$ cat config.mk
export PLATFORM = sky130hd
export DESIGN_NAME = i2c_txn_arbiter_flat
export DESIGN_NICKNAME = d
export VERILOG_FILES = /design/src/rtl/i2c_txn_arbiter_pkg.sv /design/src/rtl/i2c_txn_arbiter_if.sv /design/src/rtl/i2c_txn_arbiter_rr_arbiter.sv /design/src/rtl/i2c_txn_arbiter.sv /design/src/flat_wrapper.sv
export SDC_FILE = /design/constraint.sdc
export NUM_CORES = 1
export LEC_CHECK = 0
export ABC_AREA = 1
export CAP_MARGIN = 20
export CELL_PAD_IN_SITES_DETAIL_PLACEMENT = 1
export CELL_PAD_IN_SITES_GLOBAL_PLACEMENT = 1
export CORE_MARGIN = 2
export CORE_UTILIZATION = 32
export DETAILED_ROUTE_END_ITERATION = 12
export PLACE_DENSITY_LB_ADDON = 0.15
export SKIP_LAST_GASP = 1
export SLEW_MARGIN = 20
export SYNTH_ARGS = -nofsm -noshare
export SYNTH_HDL_FRONTEND = slang
export SYNTH_SLANG_ARGS = --single-unit
export TNS_END_PERCENT = 1
$ cat constraint.sdc
create_clock -name clk -period 2.05 [get_ports clk]
set_input_delay 0.3075 -clock clk [delete_from_list [all_inputs] [get_ports clk]]
set_output_delay 0.3075 -clock clk [all_outputs]
set_load 0.05 [all_outputs]
$ cat src/rtl/i2c_txn_arbiter_pkg.sv
// ============================================================================
//  Module      : i2c_arb_pkg
//  Description : Shared types and widths for the I2C transaction arbiter.
//  Revision    : 1.0 - initial release
// ============================================================================
`default_nettype none

package i2c_arb_pkg;

    localparam int I2C_ADDR_W = 7;
    localparam int I2C_DATA_W = 8;

    typedef enum logic [2:0] {
        IDLE   = 3'd0,
        ARB    = 3'd1,
        LAUNCH = 3'd2,
        ACTIVE = 3'd3,
        DONE   = 3'd4,
        GAP    = 3'd5
    } arb_state_t;

endpackage

`default_nettype wire

$ cat src/rtl/i2c_txn_arbiter_if.sv
// ============================================================================
//  Module      : i2c_txn_arbiter_if
//  Description : Requester and I2C-master bundle seen by the arbiter.
//  Revision    : 1.0 - initial release
// ============================================================================
`default_nettype none

interface i2c_txn_arbiter_if #(
    parameter int NUM_REQ = 3,
    parameter int BAUD_W  = 2
);
    import i2c_arb_pkg::*;

    logic [NUM_REQ-1:0]            req_valid;
    logic [NUM_REQ-1:0]            req_ready;
    logic [NUM_REQ*I2C_ADDR_W-1:0] req_addr;
    logic [NUM_REQ*I2C_DATA_W-1:0] req_data;
    logic [NUM_REQ-1:0]            req_rw;
    logic [NUM_REQ*BAUD_W-1:0]     req_baud;
    logic [NUM_REQ-1:0]            rsp_valid;
    logic [I2C_DATA_W-1:0]         rsp_data;
    logic                          rsp_err;
    logic                          m_enable;
    logic                          m_rw;
    logic [I2C_ADDR_W-1:0]         m_addr;
    logic [I2C_DATA_W-1:0]         m_data_in;
    logic [BAUD_W-1:0]             m_baud_sel;
    logic [I2C_DATA_W-1:0]         m_data_out;
    logic                          m_busy;

    // Arbiter side
    modport slave (
        input  req_valid, req_addr, req_data, req_rw, req_baud, m_data_out, m_busy,
        output req_ready, rsp_valid, rsp_data, rsp_err,
               m_enable, m_rw, m_addr, m_data_in, m_baud_sel
    );

    // Requesters plus the I2C master
    modport master (
        output req_valid, req_addr, req_data, req_rw, req_baud, m_data_out, m_busy,
        input  req_ready, rsp_valid, rsp_data, rsp_err,
               m_enable, m_rw, m_addr, m_data_in, m_baud_sel
    );

endinterface

`default_nettype wire

$ cat src/rtl/i2c_txn_arbiter_rr_arbiter.sv
// ============================================================================
//  Module      : rr_arbiter
//  Description : Round-robin one-hot grant with a one-hot priority pointer.
//  Revision    : 1.0 - initial release
// ============================================================================
`default_nettype none

module rr_arbiter #(
    parameter int NUM_REQ = 3
) (
    input  wire logic               clk,
    input  wire logic               areset,
    input  wire logic [NUM_REQ-1:0] req,
    input  wire logic               advance,
    output logic      [NUM_REQ-1:0] grant
);

    logic [NUM_REQ-1:0]   r_ptr;
    logic [2*NUM_REQ-1:0] w_req_dbl;
    logic [2*NUM_REQ-1:0] w_masked;
    logic [2*NUM_REQ-1:0] w_first;

    // Doubled request vector: clearing bits below ptr and taking the lowest
    // survivor gives the first requester at or after ptr, with wrap-around.
    assign w_req_dbl = {req, req};
    assign w_masked  = w_req_dbl & ~({{NUM_REQ{1'b0}}, r_ptr} - (2*NUM_REQ)'(1));
    assign w_first   = w_masked & (~w_masked + (2*NUM_REQ)'(1));
    assign grant     = w_first[NUM_REQ-1:0] | w_first[2*NUM_REQ-1:NUM_REQ];

    always_ff @(posedge clk) begin
        if (areset) begin
            r_ptr <= {{(NUM_REQ-1){1'b0}}, 1'b1};
        end else if (advance && (|grant)) begin
            r_ptr <= {grant[NUM_REQ-2:0], grant[NUM_REQ-1]};
        end
    end

endmodule

`default_nettype wire

$ cat src/rtl/i2c_txn_arbiter.sv
// ============================================================================
//  Module      : i2c_txn_arbiter
//  Description : Round-robin transaction controller sharing one I2C master
//                between NUM_REQ requesters. Define I2C_ARB_TIMEOUT_EN to add
//                the busy watchdog (TIMEOUT_CYC) and the rsp_err flag.
//  Revision    : 1.0 - initial release
// ============================================================================
`default_nettype none

module i2c_txn_arbiter
    import i2c_arb_pkg::*;
#(
    parameter int          NUM_REQ     = 3,
    parameter int          BAUD_W      = 2,
    parameter int unsigned GAP_CYC     = 50,
    parameter int unsigned TIMEOUT_CYC = 200000
) (
    input  wire logic        clk,
    input  wire logic        areset,
    i2c_txn_arbiter_if.slave bus
);

    arb_state_t            r_state;
    arb_state_t            w_next;
    logic [NUM_REQ-1:0]    w_grant;
    logic [NUM_REQ-1:0]    r_owner;
    logic                  w_advance;
    logic                  w_timeout;
    logic                  w_rsp_rd;
    logic                  r_busy_q;
    logic [31:0]           r_gap;
    logic [I2C_ADDR_W-1:0] w_sel_addr;
    logic [I2C_ADDR_W-1:0] r_addr;
    logic [I2C_DATA_W-1:0] w_sel_data;
    logic [I2C_DATA_W-1:0] r_data;
    logic                  w_sel_rw;
    logic                  r_rw;
    logic [BAUD_W-1:0]     w_sel_baud;
    logic [BAUD_W-1:0]     r_baud;

    if (NUM_REQ < 2 || NUM_REQ > 8 || GAP_CYC == 0 || TIMEOUT_CYC == 0) begin : g_param_check
        $error("i2c_txn_arbiter: parameter out of range");
    end

    rr_arbiter #(.NUM_REQ(NUM_REQ)) u_rr (
        .clk     (clk),
        .areset  (areset),
        .req     (bus.req_valid),
        .advance (w_advance),
        .grant   (w_grant)
    );

    assign w_advance = (r_state == ARB) && (|w_grant);

    always_comb begin
        w_sel_addr = '0;
        w_sel_data = '0;
        w_sel_rw   = 1'b0;
        w_sel_baud = '0;
        for (int i = 0; i < NUM_REQ; i++) begin
            if (w_grant[i]) begin
                w_sel_addr = w_sel_addr | bus.req_addr[i*I2C_ADDR_W +: I2C_ADDR_W];
                w_sel_data = w_sel_data | bus.req_data[i*I2C_DATA_W +: I2C_DATA_W];
                w_sel_rw   = w_sel_rw   | bus.req_rw[i];
                w_sel_baud = w_sel_baud | bus.req_baud[i*BAUD_W +: BAUD_W];
            end
        end
    end

    always_comb begin
        w_next = r_state;
        case (r_state)
            IDLE:    if (|bus.req_valid) w_next = ARB;
            ARB:     w_next = (|w_grant) ? LAUNCH : IDLE;
            LAUNCH:  if (bus.m_busy) w_next = ACTIVE;
            ACTIVE:  if (r_busy_q && !bus.m_busy) w_next = DONE;
            DONE:    w_next = GAP;
            GAP:     if (r_gap == GAP_CYC - 1) w_next = IDLE;
            default: w_next = IDLE;
        endcase
        if (w_timeout) begin
            w_next = DONE;
        end
    end

    always_ff @(posedge clk) begin
        if (areset) begin
            r_state  <= IDLE;
            r_busy_q <= 1'b0;
            r_gap    <= '0;
            r_owner  <= '0;
            r_addr   <= '0;
            r_data   <= '0;
            r_rw     <= 1'b0;
            r_baud   <= '0;
        end else begin
            r_state  <= w_next;
            r_busy_q <= bus.m_busy;
            r_gap    <= (r_state == GAP) ? r_gap + 32'd1 : 32'd0;
            // Master-facing fields only move here, so baud never changes mid-frame
            if (w_advance) begin
                r_owner <= w_grant;
                r_addr  <= w_sel_addr;
                r_data  <= w_sel_data;
                r_rw    <= w_sel_rw;
                r_baud  <= w_sel_baud;
            end
        end
    end

`ifdef I2C_ARB_TIMEOUT_EN
    logic [31:0] r_wdog;
    logic        r_err;

    assign w_timeout = ((r_state == LAUNCH) || (r_state == ACTIVE)) &&
                       (r_wdog == TIMEOUT_CYC - 1);

    always_ff @(posedge clk) begin
        if (areset) begin
            r_wdog <= '0;
            r_err  <= 1'b0;
        end else begin
            if ((w_next != r_state) && ((w_next == LAUNCH) || (w_next == ACTIVE))) begin
                r_wdog <= '0;
            end else if ((r_state == LAUNCH) || (r_state == ACTIVE)) begin
                r_wdog <= r_wdog + 32'd1;
            end
            if (w_advance) begin
                r_err <= 1'b0;
            end else if (w_timeout) begin
                r_err <= 1'b1;
            end
        end
    end

    assign bus.rsp_err = (r_state == DONE) & r_err;
    assign w_rsp_rd    = r_rw & ~r_err;
`else
    assign w_timeout   = 1'b0;
    assign bus.rsp_err = 1'b0;
    assign w_rsp_rd    = r_rw;
`endif

    assign bus.req_ready  = (r_state == ARB) ? w_grant : '0;
    assign bus.rsp_valid  = (r_state == DONE) ? r_owner : '0;
    assign bus.rsp_data   = ((r_state == DONE) && w_rsp_rd) ? bus.m_data_out : '0;
    assign bus.m_enable   = (r_state == LAUNCH) & ~w_timeout;
    assign bus.m_rw       = r_rw;
    assign bus.m_addr     = r_addr;
    assign bus.m_data_in  = r_data;
    assign bus.m_baud_sel = r_baud;

endmodule

`default_nettype wire

$ cat src/flat_wrapper.sv
// flat-port wrapper written by rule: the top's interface ports become plain ports
module i2c_txn_arbiter_flat import i2c_arb_pkg::*;
#(
    parameter int          NUM_REQ     = 3,
    parameter int          BAUD_W      = 2,
    parameter int unsigned GAP_CYC     = 50,
    parameter int unsigned TIMEOUT_CYC = 200000
)
  (clk, areset, bus_req_valid, bus_req_addr, bus_req_data, bus_req_rw, bus_req_baud, bus_m_data_out, bus_m_busy, bus_req_ready, bus_rsp_valid, bus_rsp_data, bus_rsp_err, bus_m_enable, bus_m_rw, bus_m_addr, bus_m_data_in, bus_m_baud_sel);
  i2c_txn_arbiter_if #(.NUM_REQ(NUM_REQ), .BAUD_W(BAUD_W)) bus_i ();
  input  wire logic clk;
  input  wire logic areset;
  input wire logic [$bits(bus_i.req_valid)-1:0] bus_req_valid;
  input wire logic [$bits(bus_i.req_addr)-1:0] bus_req_addr;
  input wire logic [$bits(bus_i.req_data)-1:0] bus_req_data;
  input wire logic [$bits(bus_i.req_rw)-1:0] bus_req_rw;
  input wire logic [$bits(bus_i.req_baud)-1:0] bus_req_baud;
  input wire logic [$bits(bus_i.m_data_out)-1:0] bus_m_data_out;
  input wire logic [$bits(bus_i.m_busy)-1:0] bus_m_busy;
  output wire logic [$bits(bus_i.req_ready)-1:0] bus_req_ready;
  output wire logic [$bits(bus_i.rsp_valid)-1:0] bus_rsp_valid;
  output wire logic [$bits(bus_i.rsp_data)-1:0] bus_rsp_data;
  output wire logic [$bits(bus_i.rsp_err)-1:0] bus_rsp_err;
  output wire logic [$bits(bus_i.m_enable)-1:0] bus_m_enable;
  output wire logic [$bits(bus_i.m_rw)-1:0] bus_m_rw;
  output wire logic [$bits(bus_i.m_addr)-1:0] bus_m_addr;
  output wire logic [$bits(bus_i.m_data_in)-1:0] bus_m_data_in;
  output wire logic [$bits(bus_i.m_baud_sel)-1:0] bus_m_baud_sel;
  assign bus_i.req_valid = bus_req_valid;
  assign bus_i.req_addr = bus_req_addr;
  assign bus_i.req_data = bus_req_data;
  assign bus_i.req_rw = bus_req_rw;
  assign bus_i.req_baud = bus_req_baud;
  assign bus_i.m_data_out = bus_m_data_out;
  assign bus_i.m_busy = bus_m_busy;
  assign bus_req_ready = bus_i.req_ready;
  assign bus_rsp_valid = bus_i.rsp_valid;
  assign bus_rsp_data = bus_i.rsp_data;
  assign bus_rsp_err = bus_i.rsp_err;
  assign bus_m_enable = bus_i.m_enable;
  assign bus_m_rw = bus_i.m_rw;
  assign bus_m_addr = bus_i.m_addr;
  assign bus_m_data_in = bus_i.m_data_in;
  assign bus_m_baud_sel = bus_i.m_baud_sel;
  i2c_txn_arbiter #(.NUM_REQ(NUM_REQ), .BAUD_W(BAUD_W), .GAP_CYC(GAP_CYC), .TIMEOUT_CYC(TIMEOUT_CYC)) u_core (.clk(clk), .areset(areset), .bus(bus_i));
endmodule
---- Yosys cells after proc, flatten, opt, wreduce, memory -nomap -nowiden ----
Cells that the tools add are included.
storage, ports and cells
  register bits after elaboration ......... 60
  input bits .............................. 68
  output and inout port bits .............. 34
  word-level logic and storage cells ...... 67
cells by class
  add/subtract/negate cells ............... 3
  equal/unequal tests ..................... 10
  muxes and demuxes ....................... 21
  bitwise gates (word level) .............. 14
  reductions and logical operators ........ 10
operator list
  cell                   count
  $add 32x1->32 const B  1
  $eq 32x6->1 const B    1
  $mux 8                 4
  $mux 7                 3
  $mux 3                 6
  $pmux 3 s6             1
  $or 8x8->8             2
  $or 7x7->7             2
  $and 6x6->6            2
  $not 6->6              2
  $mux 2                 4
  $add 6x1->6 const B    1
  $eq 3x2->1 const B     2
  $eq 3x3->1 const B     2
  $ne 2x1->1 const B     3
  $reduce_or 3->1        2
  $logic_and 1x1->1      4
  $or 2x2->2             2
  $reduce_and 4->1       1
  $sub 3x1->4 const B    1
  $eq 3x1->1 const B     1
  $logic_not 3->1        1
  $mux 1                 3
  $or 3x3->3             1
  5 further kinds        6

---- Depth between registers and ports, before layout ----
Gate-level depths: netlist (run 1).
  depth in word-level cells ............... 12
  mapped depth ............................ 14
  gate-level depth less buffers ........... 12

---- By module ----
A second synthesis (run 1) with hierarchy kept.
unflattened totals
  cells, all modules ...................... 555
  area, all modules ....................... 3527.1 um2
by module, submodules not included
  module           instances  cells an instance  area each (um2)
  i2c_txn_arbiter  1          511                3264.4
  rr_arbiter       1          44                 262.8

---- Worst setup path after synthesis (run 1) ----
No wires, ideal clock.
  path type ............................... flip-flop to flip-flop
  start point ............................. reg u_core.r_state[1]
  end point ............................... reg u_core.r_state[2]
  setup time .............................. 110 ps
  data arrival time ....................... 2209 ps
  data required time ...................... 1940 ps
  path slack .............................. -268 ps
  stages on the path, launching flop included .. 8
  buffers on the path ..................... 0
  clock period less this slack ............ 2318 ps
  cell sequence ........................... dfxtp_1 inv_1 nor3_1 a21oi_1 nand3_1 o21ai_0 nand2_1 inv_1
between the ends
  longest elaborated chain between the ends .. 3
  elaborated cells on any way between the ends .. 12
ends and longest elaborated chain
  element                            RTL line               text
  start: declaration                 i2c_txn_arbiter.sv:23  arb_state_t r_state;
  start signal: assignment           i2c_txn_arbiter.sv:97  r_state <= w_next;
  $eq 3x2->1 *                       --
  named net bus_m_enable             flat_wrapper.sv:24     output wire logic [$bits(bus_i.m_enable)-1:0] bus_m_enable;
  $ne 2x2->1 (no source line)        --
  $reduce_and 4->1 (no source line)  --
Mark *: on every way through the listed nets, which the timed path passes. The rest lies on a longest branch.
A chain may end at the register's enable or synchronous reset.

---- Final worst setup path (run 1) ----
  start point ............................. reg u_core.u_rr.r_ptr[0]
  end point ............................... out bus_req_ready[1]
between the ends
  longest elaborated chain between the ends .. 8
ends and longest elaborated chain
  element                   RTL line                          text
  start: declaration        i2c_txn_arbiter_rr_arbiter.sv:18  logic [NUM_REQ-1:0] r_ptr;
  start signal: assignment  i2c_txn_arbiter_rr_arbiter.sv:32  r_ptr <= {{(NUM_REQ-1){1'b0}}, 1'b1};
  start signal: assignment  i2c_txn_arbiter_rr_arbiter.sv:34  r_ptr <= {grant[NUM_REQ-2:0], grant[NUM_REQ-1]};
  $sub 3x1->4 *             i2c_txn_arbiter_rr_arbiter.sv:26  assign w_masked = w_req_dbl & ~({{NUM_REQ{1'b0}}, r_ptr} - (2*NUM_REQ)'(1));
  $not 6->6 *               i2c_txn_arbiter_rr_arbiter.sv:26
  $and 6x6->6 *             i2c_txn_arbiter_rr_arbiter.sv:26
  $not 6->6                 i2c_txn_arbiter_rr_arbiter.sv:27  assign w_first = w_masked & (~w_masked + (2*NUM_REQ)'(1));
  $add 6x1->6               i2c_txn_arbiter_rr_arbiter.sv:27
  $and 6x6->6 *             i2c_txn_arbiter_rr_arbiter.sv:27
  $or 3x3->3 *              i2c_txn_arbiter_rr_arbiter.sv:28  assign grant = w_first[NUM_REQ-1:0] | w_first[2*NUM_REQ-1:NUM_REQ];
  $mux 3 *                  i2c_txn_arbiter.sv:144            assign bus.req_ready = (r_state == ARB) ? w_grant : '0;
  end: declaration          flat_wrapper.sv:20                output wire logic [$bits(bus_i.req_ready)-1:0] bus_req_ready;
Every way passes the cells marked *; elsewhere a longest branch is shown, timed or not.

==> metrics.yaml, run 1 <==
drt:
  dr_total_vias: 3701
  dr.first_iter.drc_count: 102
  wl_per_cell_um: 14.56
  vias_per_cell: 4.876
  drc: 0
  detail_route.wirelength_mm: 11.05
  firstDrtPassIters: 4
  drtAntennaViolNets: 0
yosys:
  ys_ff_latch: 58
  syn_nets: 577
  synth_area_per_cell_um2: 6.540
  postSynth.asyncResetShare_pct: 0
  yosysWarnings: 0
  syn_inst: 506
  ys_seq_area_share_pct: 35.09
  synth-main-ff-cell: "dfxtp_1"
  synth_cell_type_count: 40
  syn-cell-area_um2: 3309
  synth_edf_count: 0
critical_path:
  slowest_delay_ns: 0.35
  critPathRequiredTime_ns: 1.74
  critPathMaxFanout: 4
  worstSetupStartpointType: "register"
  critPathMostFrequentCell: "nand2_2"
  crit_type: "reg2out"
  arrival_ns: 1.71
  end_kind: "output port"
  path_cells: "inv_4 -> ha_4 -> nand2_2 -> nand2_2 -> inv_2 -> nand2_2 -> o21ai_4 -> nand2_4 -> inv_2 -> buf_12"
  cp_slowest_cell: "dfxtp_2"
sta:
  rsz0062_at_grt: "true"
  period_share_pct: 98.55
  layout_min_cycle_time_ns: 2.020
  relSlewSlack_pct: 62.42
  finalSetupViolCount: 0
  worst_slew_pin_slew_ns: 0.5619
  timing_hold_violations_final: 0
  slew_viol_final: 0
  fmax_mhz: 495.0
  finClkSkew_ns: 0.009550
floorplan:
  dieArea_um2: 11170
  row_count: 37
  ios: 102
  core_area_um2: 10180
  start_util_pct: 32.49
  die_h_um: 105.7
  die_x_um: 105.7
cells_and_area:
  final_cell_mix: "nand2_1, clkdlybuf4s50_1, nor2_1"
  multiInputGateArea_um2: 1851
  design_area_um2: 4847
  fillers: 1331
  layout.nets: 692
  area_growth_pct: 46.47
  final_layout_size_suffix_gt1_share_pct: 14.13
  antenna_cells: 0
  final_common_cell: "nand2_1"
  seqCellArea_um2: 1164
pwr:
  seqPwrFrac_pct: 30.6
  power.switching_uw: 2269
  power_uw: 4957
  p_per_area_nw_per_um2: 1023
  p_leak_uw: 0.001909
  power_frac_clock_pct: 17.4
  internal_power_uw: 2687
  combPwrFrac_pct: 52.1
  vdd_drop_max_v: 0.0007611
  sw_frac_of_total_pct: 45.78
status:
  status: "completed"
cts:
  hold_buffers: 0
  htreeDepth: 3
  cts.reportedPaths.clkPinSlew_ns: 0.06
  cts-root-buf: "clkbuf_8"
  clk_latency_ns: 0.35
  cts.path.max_buffers: 2
  clock_sinks: 58
  numCtsBuffers: 9
  cts_tree: "yes"
place:
  dpl.hpwl_mm: 8.819
  io_buffers: 100
  place_congestion: 0.8187
  place_area_um2: 4642
grt:
  grt-ovfl-total: 0
  grt_max_degree: 22
  grt_antenna_before_repair: 0
  grt_first_pass_wirelength_mm: 18.22
  track_usage_pct: 20.56
  grt_pass1_vias: 3878
flow_run:
  max-cap-violations: 0
hold_path:
  hold_class: "reg2reg"
## power groups by stage
stage | combinational, uW | clock, uW | sequential, uW
after floorplan | 1090 | 0 | 2080
after global placement | 2450 | 0 | 1530
after detailed placement | 2510 | 0 | 1530
after CTS | 2600 | 871 | 1520
after global routing | 2790 | 924 | 1550
final | 2580 | 861 | 1510
## state kept, by name (all words and copies together) (netlist names)
register,cells
u_core.bus.m_addr,7
u_core.bus.m_baud_sel,2
u_core.r_gap,32
u_core.u_rr.r_ptr,1
u_core.bus.m_data_in,8
u_core.r_state,3
u_core.r_busy_q,1
u_core.r_owner,3
u_core.bus.m_rw,1
## critical path, delay by kind of cell (launching register included)
| family | cells | cell delay, ns |
|---|---|---|
| simple gates | 4 | 0.28 |
| buf+inv | 4 | 0.33 |
| flops | 1 | 0.35 |
| fa+ha+maj | 1 | 0.24 |
| compound gates | 1 | 0.17 |
## logic make-up (layout without fill, tap and decap cells)
group,count (synthesis),count (layout),synth area share [%]
xor gates and xnor gates,4,4,1.059
and+or+nand+nor,298,298,41.66
adders and majority gates,3,3,1.134
DFF,58,58,35.08
AOI/OAI and AO/OA,66,66,10.89
buffers and inverters,76,193,10.06
other,1,1,0.1133
## area by class of cell
class	count	area share, %
tap	136	3.511
clock inverter	1	0.1033
clock buffer	12	2.788
sequential	58	24.01
timing repair buffer	117	26.38
inverter	63	5.034
multi-input combinational	372	38.18
## worst paths after layout
path                                      startpoint                   end  slack, ns  depth (start not counted)
worst max-delay path            u_core.u_rr.r_ptr[0]      bus_req_ready[1]       0.03                         10
worst min-delay path                u_core.r_gap[30]      u_core.r_gap[30]       0.47                          2
worst max register to register     u_core.r_owner[0]  u_core.bus.m_addr[6]       0.06                         13
worst min register to register      u_core.r_gap[30]      u_core.r_gap[30]       0.47                          2
## synthesized netlist by cell type (2+ instances only)
cell        n  area [um2]
a21oi_1    28       140.1
buf_2       2       10.01
buf_4       2       15.01
buf_6       2       22.52
clkbuf_1    5       18.77
dfxtp_1    58        1161
ha_1        3       37.54
inv_1      61       229.0
nand2_1   117       439.2
nand2_2     4       25.02
nand2_4     2       22.52
nand3_1    35       175.2
nand3_2     4       40.04
nand4_1    17       106.4
nor2_1     84       315.3
nor2_2      9       56.30
nor2_4      2       22.52
nor3_1     12       60.06
nor3_2      3       30.03
nor3_4      2       32.53
nor3b_1     2       15.01
o21a_1      3       22.52
o21ai_0    30       150.1
xnor2_1     3       26.28
## metrics by stage
step / util [%] / setup TNS, ns / std cells / hold slack [ns] / worst slack [ns]
finish: 47.59 / 0 / 759 / 0.4749 / 0.02970
global route: 47.59 / -1.298 / 759 / 0.5032 / -0.06825
CTS: 47.47 / 0 / 759 / 0.4719 / 0.002277
detailed placement: 45.58 / -0.8667 / 742 / 0.4622 / -0.09429
global placement: 45.58 / 0 / 742 / 0.4469 / 0.01047
floorplan: - / 0 / 506 / 0.3766 / 0.1312
## layer usage
metal  vias up  global-route usage (%)  part of all wire, %
met3        19                   4.329                  3.8
met2        70                   34.65                   49
met4         0                   8.647                  2.5
met5         -                       0                    0
met1      1762                   25.36                   45
li1       1850                       -                    -
## repair_timing
item,CTS,global route
resized for setup,9,5
cloned,0,0
setup endpoints to repair,5,34
buffers inserted,4,0
pin swaps,1,1
(Power assumes the default switching activity.)
==> run 2, diff against run 1 <==
- CORE_ASPECT_RATIO: not set -> 1.25
==> run 2 against run 1 <==
Effect of this change:
- cell count is 0.13% lower
- register-to-register slack better by 0.08 ns
- highest routed layer unchanged
- worst setup slack worse by 0.012 ns
- via count hardly changed
- clock power is 99% higher
- sequential share of layout area is 0.99 points lower
- first-iteration DRC count is 3.9% lower
- critical endpoint is now bus_req_ready[2]
- utilization is 2.5 points higher
- largest power group unchanged
- power is 16% higher
==> metrics.yaml, run 2 (same netlist as run 1, synthesis figures left out) <==
drt:
  firstDrtPassIters: 4
  dr.first_iter.drc_count: 98
  vias_per_cell: 4.881
  detail_route.wirelength_mm: 10.78
  dr_total_vias: 3700
  drtAntennaViolNets: 0
  drc: 0
  wl_per_cell_um: 14.22
floorplan:
  row_count: 41
  dieArea_um2: 11180
  ios: 102
  start_util_pct: 32.75
  die_h_um: 117.7
  die_x_um: 94.96
  core_area_um2: 10110
sta:
  hold_slack_ns: 0.4407
  rsz0062_at_grt: "true"
  worst_slew_pin_slew_ns: 0.5376
  slew_viol_final: 0
  relSlewSlack_pct: 64.04
  fmax_mhz: 492.0
  period_share_pct: 99.14
  finalSetupViolCount: 0
  final.setup.tns_ns: 0
  layout_min_cycle_time_ns: 2.032
  finClkSkew_ns: 0.007491
  timing_hold_violations_final: 0
pwr:
  p_leak_uw: 0.002016
  vdd_drop_max_v: 0.0006220
  p_per_area_nw_per_um2: 1138
cells_and_area:
  final_common_cell: "nand2_1"
  fillers: 1268
  final_layout_size_suffix_gt1_share_pct: 15.58
  design_area_um2: 5061
  antenna_cells: 0
  final_cell_mix: "nand2_1, clkdlybuf4s50_1, nor2_1"
  final_cell_count_no_fill: 758
  top_register: "u_core.r_gap"
  area_growth_pct: 52.93
  largest_reg_flops: 32
  layout.nets: 695
critical_path:
  crit_type: "reg2out"
  critPathMostFrequentCell: "inv_2"
  worstSetupStartpointType: "register"
  path_cells: "inv_4 -> ha_4 -> nand2_1 -> nand2_2 -> inv_2 -> buf_4 -> nand3_1 -> inv_2 -> buf_12"
  critPathMaxFanout: 4
  critPathRequiredTime_ns: 1.74
  arrival_ns: 1.72
  slowest_delay_ns: 0.35
  end_kind: "output port"
  cp_slowest_cell: "dfxtp_2"
place:
  place_congestion: 0.9185
  dpl.hpwl_mm: 8.408
  place_area_um2: 4626
  dp.cells: 734
  io_buffers: 100
cts:
  cts-root-buf: "clkbuf_16"
  clock_sinks: 58
  cts_tree: "yes"
  cts.path.max_buffers: 2
  numCtsBuffers: 9
  clk_latency_ns: 0.33
  cts.reportedPaths.clkPinSlew_ns: 0.05
  htreeDepth: 3
hold_path:
  hold_class: "reg2reg"
grt:
  grt_pass1_vias: 3967
  grt_antenna_before_repair: 0
  track_usage_pct: 20.40
  grt_first_pass_wirelength_mm: 18.18
  grt_max_degree: 22
  grt-ovfl-total: 0
status:
  status: "completed"
flow_run:
  max-cap-violations: 0
==> run 2: worst paths after layout <==
| check | end | slack, ns | from | cells past startpoint |
|---|---|---|---|---|
| worst max-delay path | bus_req_ready[2] | 0.02 | u_core.u_rr.r_ptr[0] | 9 |
| worst min-delay path | u_core.r_gap[0] | 0.44 | u_core.r_gap[0] | 1 |
| worst max register to register | u_core.bus.m_data_in[6] | 0.14 | u_core.u_rr.r_ptr[0] | 13 |
| worst min register to register | u_core.r_gap[0] | 0.44 | u_core.r_gap[0] | 1 |
==> run 2: power by group <==
group          switching (uW)  total [uW]  internal (uW)  leakage [uW]
sequential                151        1500           1350      0.000472
clock                     528        1710           1180      0.000166
combinational            1640        2550            914       0.00138
total                    2320        5760           3440       0.00202
==> run 2: what timing repair did <==
action	in CTS	in global routing
cloned	0	0
pin swaps	3	3
hold buffers	0	0
setup endpoints to repair	7	28
gates resized for setup	8	9
buffers inserted	5	3
==> run 2: worst max-delay path: cells and delay by family, from the launching register on <==
| kind | cells | cell delay [ns] |
|---|---|---|
| adder cells (fa/ha/maj) | 1 | 0.26 |
| buffers and inverters | 5 | 0.47 |
| AND/OR/NAND/NOR | 3 | 0.32 |
| flip-flops | 1 | 0.35 |
==> run 2: layout make-up <==
class	count	area (um2)	area share, %
multi-input cells	372	1856	36.66
clock inverters	6	105.1	2.077
clock buffers	10	229.0	4.524
inverters	63	244.0	4.821
well taps	129	161.4	3.189
repair buffers	120	1301	25.71
flip-flops and latches	58	1165	23.02
==> run 2: stage by stage <==
stage | utilization (%) | setup WS (ns) | total power (uW)
2_1_floorplan | - | 0.1312 | 3169
3_3_place_gp | 45.77 | 0.02646 | 3932
3_5_place_dp | 45.77 | -0.1161 | 3990
4_1_cts | 49.65 | 0.004352 | 5799
5_1_grt | 50.08 | -0.05320 | 6069
6_report | 50.08 | 0.01762 | 5760
==> run 2: layer usage <==
metal	part of all wire (%)	track usage, %
met1	39	21.17
met2	56	39.23
met3	4.5	4.609
met4	1.3	6.250
met5	0	0
==> run 3, diff against run 2 <==
- SKIP_CTS_REPAIR_TIMING: not set -> 1
==> run 3 against run 2 <==
Effect of this change:
- final area increased by 0.52%
- hold slack improved by 0.0041 ns
- cell count increased by 0.26%
- critical path depth increased by 1
- critical endpoint is now bus_req_ready[1]
==> metrics.yaml, run 3 (same netlist as run 1, synthesis figures left out) <==
status:
  status: "completed"
cells_and_area:
  top_register: "u_core.r_gap"
  final_layout_size_suffix_gt1_share_pct: 15.85
  fillers: 1261
  final_cell_mix: "nand2_1, clkdlybuf4s50_1, nor2_1"
  largest_reg_flops: 32
  layout.nets: 697
  utilization_pct: 50.34
  area_growth_pct: 53.72
  antenna_cells: 0
  final_common_cell: "nand2_1"
  design_area_um2: 5087
  final_cell_count_no_fill: 760
pwr:
  internal_power_uw: 3475
  seqPwrFrac_pct: 25.9
  p_per_area_nw_per_um2: 1140
  p_leak_uw: 0.002034
  sw_frac_of_total_pct: 40.09
  vdd_drop_max_v: 0.0006052
  power_frac_clock_pct: 29.4
  combPwrFrac_pct: 44.7
  power.switching_uw: 2325
critical_path:
  slowest_delay_ns: 0.35
  crit_family: "flip-flops"
  critPathRequiredTime_ns: 1.74
  rr_worst_depth: 13
  startpoint: "u_core.r_owner[0]"
  reg2reg_slack_ns: 0.15
  path_cells: "inv_2 -> ha_4 -> nand2_2 -> nand2_2 -> inv_2 -> nand2_2 -> o21ai_4 -> nand2_4 -> inv_4 -> buf_12"
  crit_end: "bus_req_ready[1]"
  critPathMaxFanout: 4
  cp_num_cells: 10
  rr_endpoint: "u_core.bus.m_data_in[6]"
  arrival_ns: 1.72
  cp_slowest_cell: "dfxtp_2"
  critPathMostFrequentCell: "nand2_2"
  crit_type: "reg2out"
  path_buf_inv: 4
  timing.rr.start: "u_core.u_rr.r_ptr[0]"
  worstSetupStartpointType: "register"
  end_kind: "output port"
place:
  place_congestion: 0.9185
  place_area_um2: 4626
  dpl.hpwl_mm: 8.408
  io_buffers: 100
  place_ws_ns: -0.1161
  dp.cells: 734
hold_path:
  worstHoldStart: "u_core.r_gap[0]"
  hold_class: "reg2reg"
  hold_depth: 1
cts:
  cts-root-buf: "clkbuf_16"
  cts.reportedPaths.clkPinSlew_ns: 0.05
  cts.path.max_buffers: 2
  clk_latency_ns: 0.33
  clock_sinks: 58
  numCtsBuffers: 9
  htreeDepth: 3
  cts_tree: "yes"
floorplan:
  row_count: 41
  core_area_um2: 10110
  dieArea_um2: 11180
  start_util_pct: 32.75
  die_h_um: 117.7
  die_x_um: 94.96
  ios: 102
drt:
  dr.first_iter.drc_count: 95
  wl_per_cell_um: 14.21
  wl_met1_mm: 4.184
  wl_met3_um: 479
  drtAntennaViolNets: 0
  top_layer_used: "met4"
  vias_per_cell: 4.878
  wl_met2_mm: 6.022
  detail_route.wirelength_mm: 10.80
  drc: 0
  firstDrtPassIters: 4
  dr_total_vias: 3707
sta:
  timing_hold_violations_final: 0
  finClkSkew_ns: 0.009537
  relSlewSlack_pct: 63.87
  fmax_mhz: 492.9
  slew_viol_final: 0
  layout_min_cycle_time_ns: 2.029
  worst_slew_pin_slew_ns: 0.5403
  rsz0062_at_grt: "true"
  finalWorstSetupSlack_ns: 0.02112
  finalSetupViolCount: 0
  period_share_pct: 98.97
grt:
  track_usage_pct: 20.12
  grt_first_pass_wirelength_mm: 17.95
  grt-ovfl-total: 0
  grt_pass1_vias: 3922
  grt_antenna_before_repair: 0
  grt_max_degree: 22
flow_run:
  max-cap-violations: 0
==> run 3: cell types whose count changed in the layout (fill, tap and decap cells not counted) <==
cell	before	now
nor2_1	80	81
buf_6	0	1
ha_2	0	1
inv_2	5	4
inv_1	56	57
nor2_2	13	12
nand2_1	115	114
ha_1	2	1
nand2_4	2	3
buf_4	20	21
==> run 3: how the worst min path moves through the flow <==
stage	endpoint	slack (ns)
2_1_floorplan	u_core.r_owner[0]	0.38
3_3_place_gp	u_core.r_gap[30]	0.45
3_5_place_dp	u_core.r_owner[2]	0.47
4_1_cts	u_core.r_owner[2]	0.47
5_1_grt	u_core.r_gap[0]	0.48
6_report	u_core.r_gap[0]	0.44
==> run 3: layer usage <==
layer | up-vias | GRT usage (%)
met5 | - | 0
met4 | 0 | 5.978
met3 | 12 | 4.545
met2 | 74 | 38.65
met1 | 1760 | 21.01
li1 | 1861 | -
==> run 3: power by group through the flow <==
stage               Combinational, uW  Sequential (uW)  Clock (uW)
CTS                              2500             1500        1730
detailed placement               2480             1510           0
global placement                 2430             1500           0
finish                           2590             1500        1700
global route                     2810             1530        1770
floorplan                        1090             2080           0
==> run 3: stage by stage <==
stage	setup TNS [ns]	power, uW	hold WS [ns]
6_report	0	5800	0.4448
5_1_grt	-0.3356	6104	0.4750
4_1_cts	-0.4984	5721	0.4748
3_5_place_dp	-1.062	3990	0.4663
3_3_place_gp	0	3932	0.4486
2_1_floorplan	0	3169	0.3766
==> run 3: worst reg2reg max path: stages, from the launching register on <==
cell	delay, ns
dfxtp_2	0.34
inv_2	0.07
ha_4	0.27
nand2_2	0.05
nand2_2	0.08
inv_2	0.06
nand2_2	0.08
o21ai_4	0.08
nand2_4	0.09
buf_4	0.12
nand3_4	0.12
buf_6	0.18
o21ai_0	0.18
nor2_1	0.06
==> run 3: cell type report <==
cell class / count / area [um2] / area share (%)
clock buffer: 10 / 229.0 / 4.501
clock inverter: 6 / 105.1 / 2.066
inverter: 63 / 244.0 / 4.796
multi-input combinational: 372 / 1863 / 36.62
sequential: 58 / 1165 / 22.90
tap: 129 / 161.4 / 3.173
timing repair buffer: 122 / 1320 / 25.95
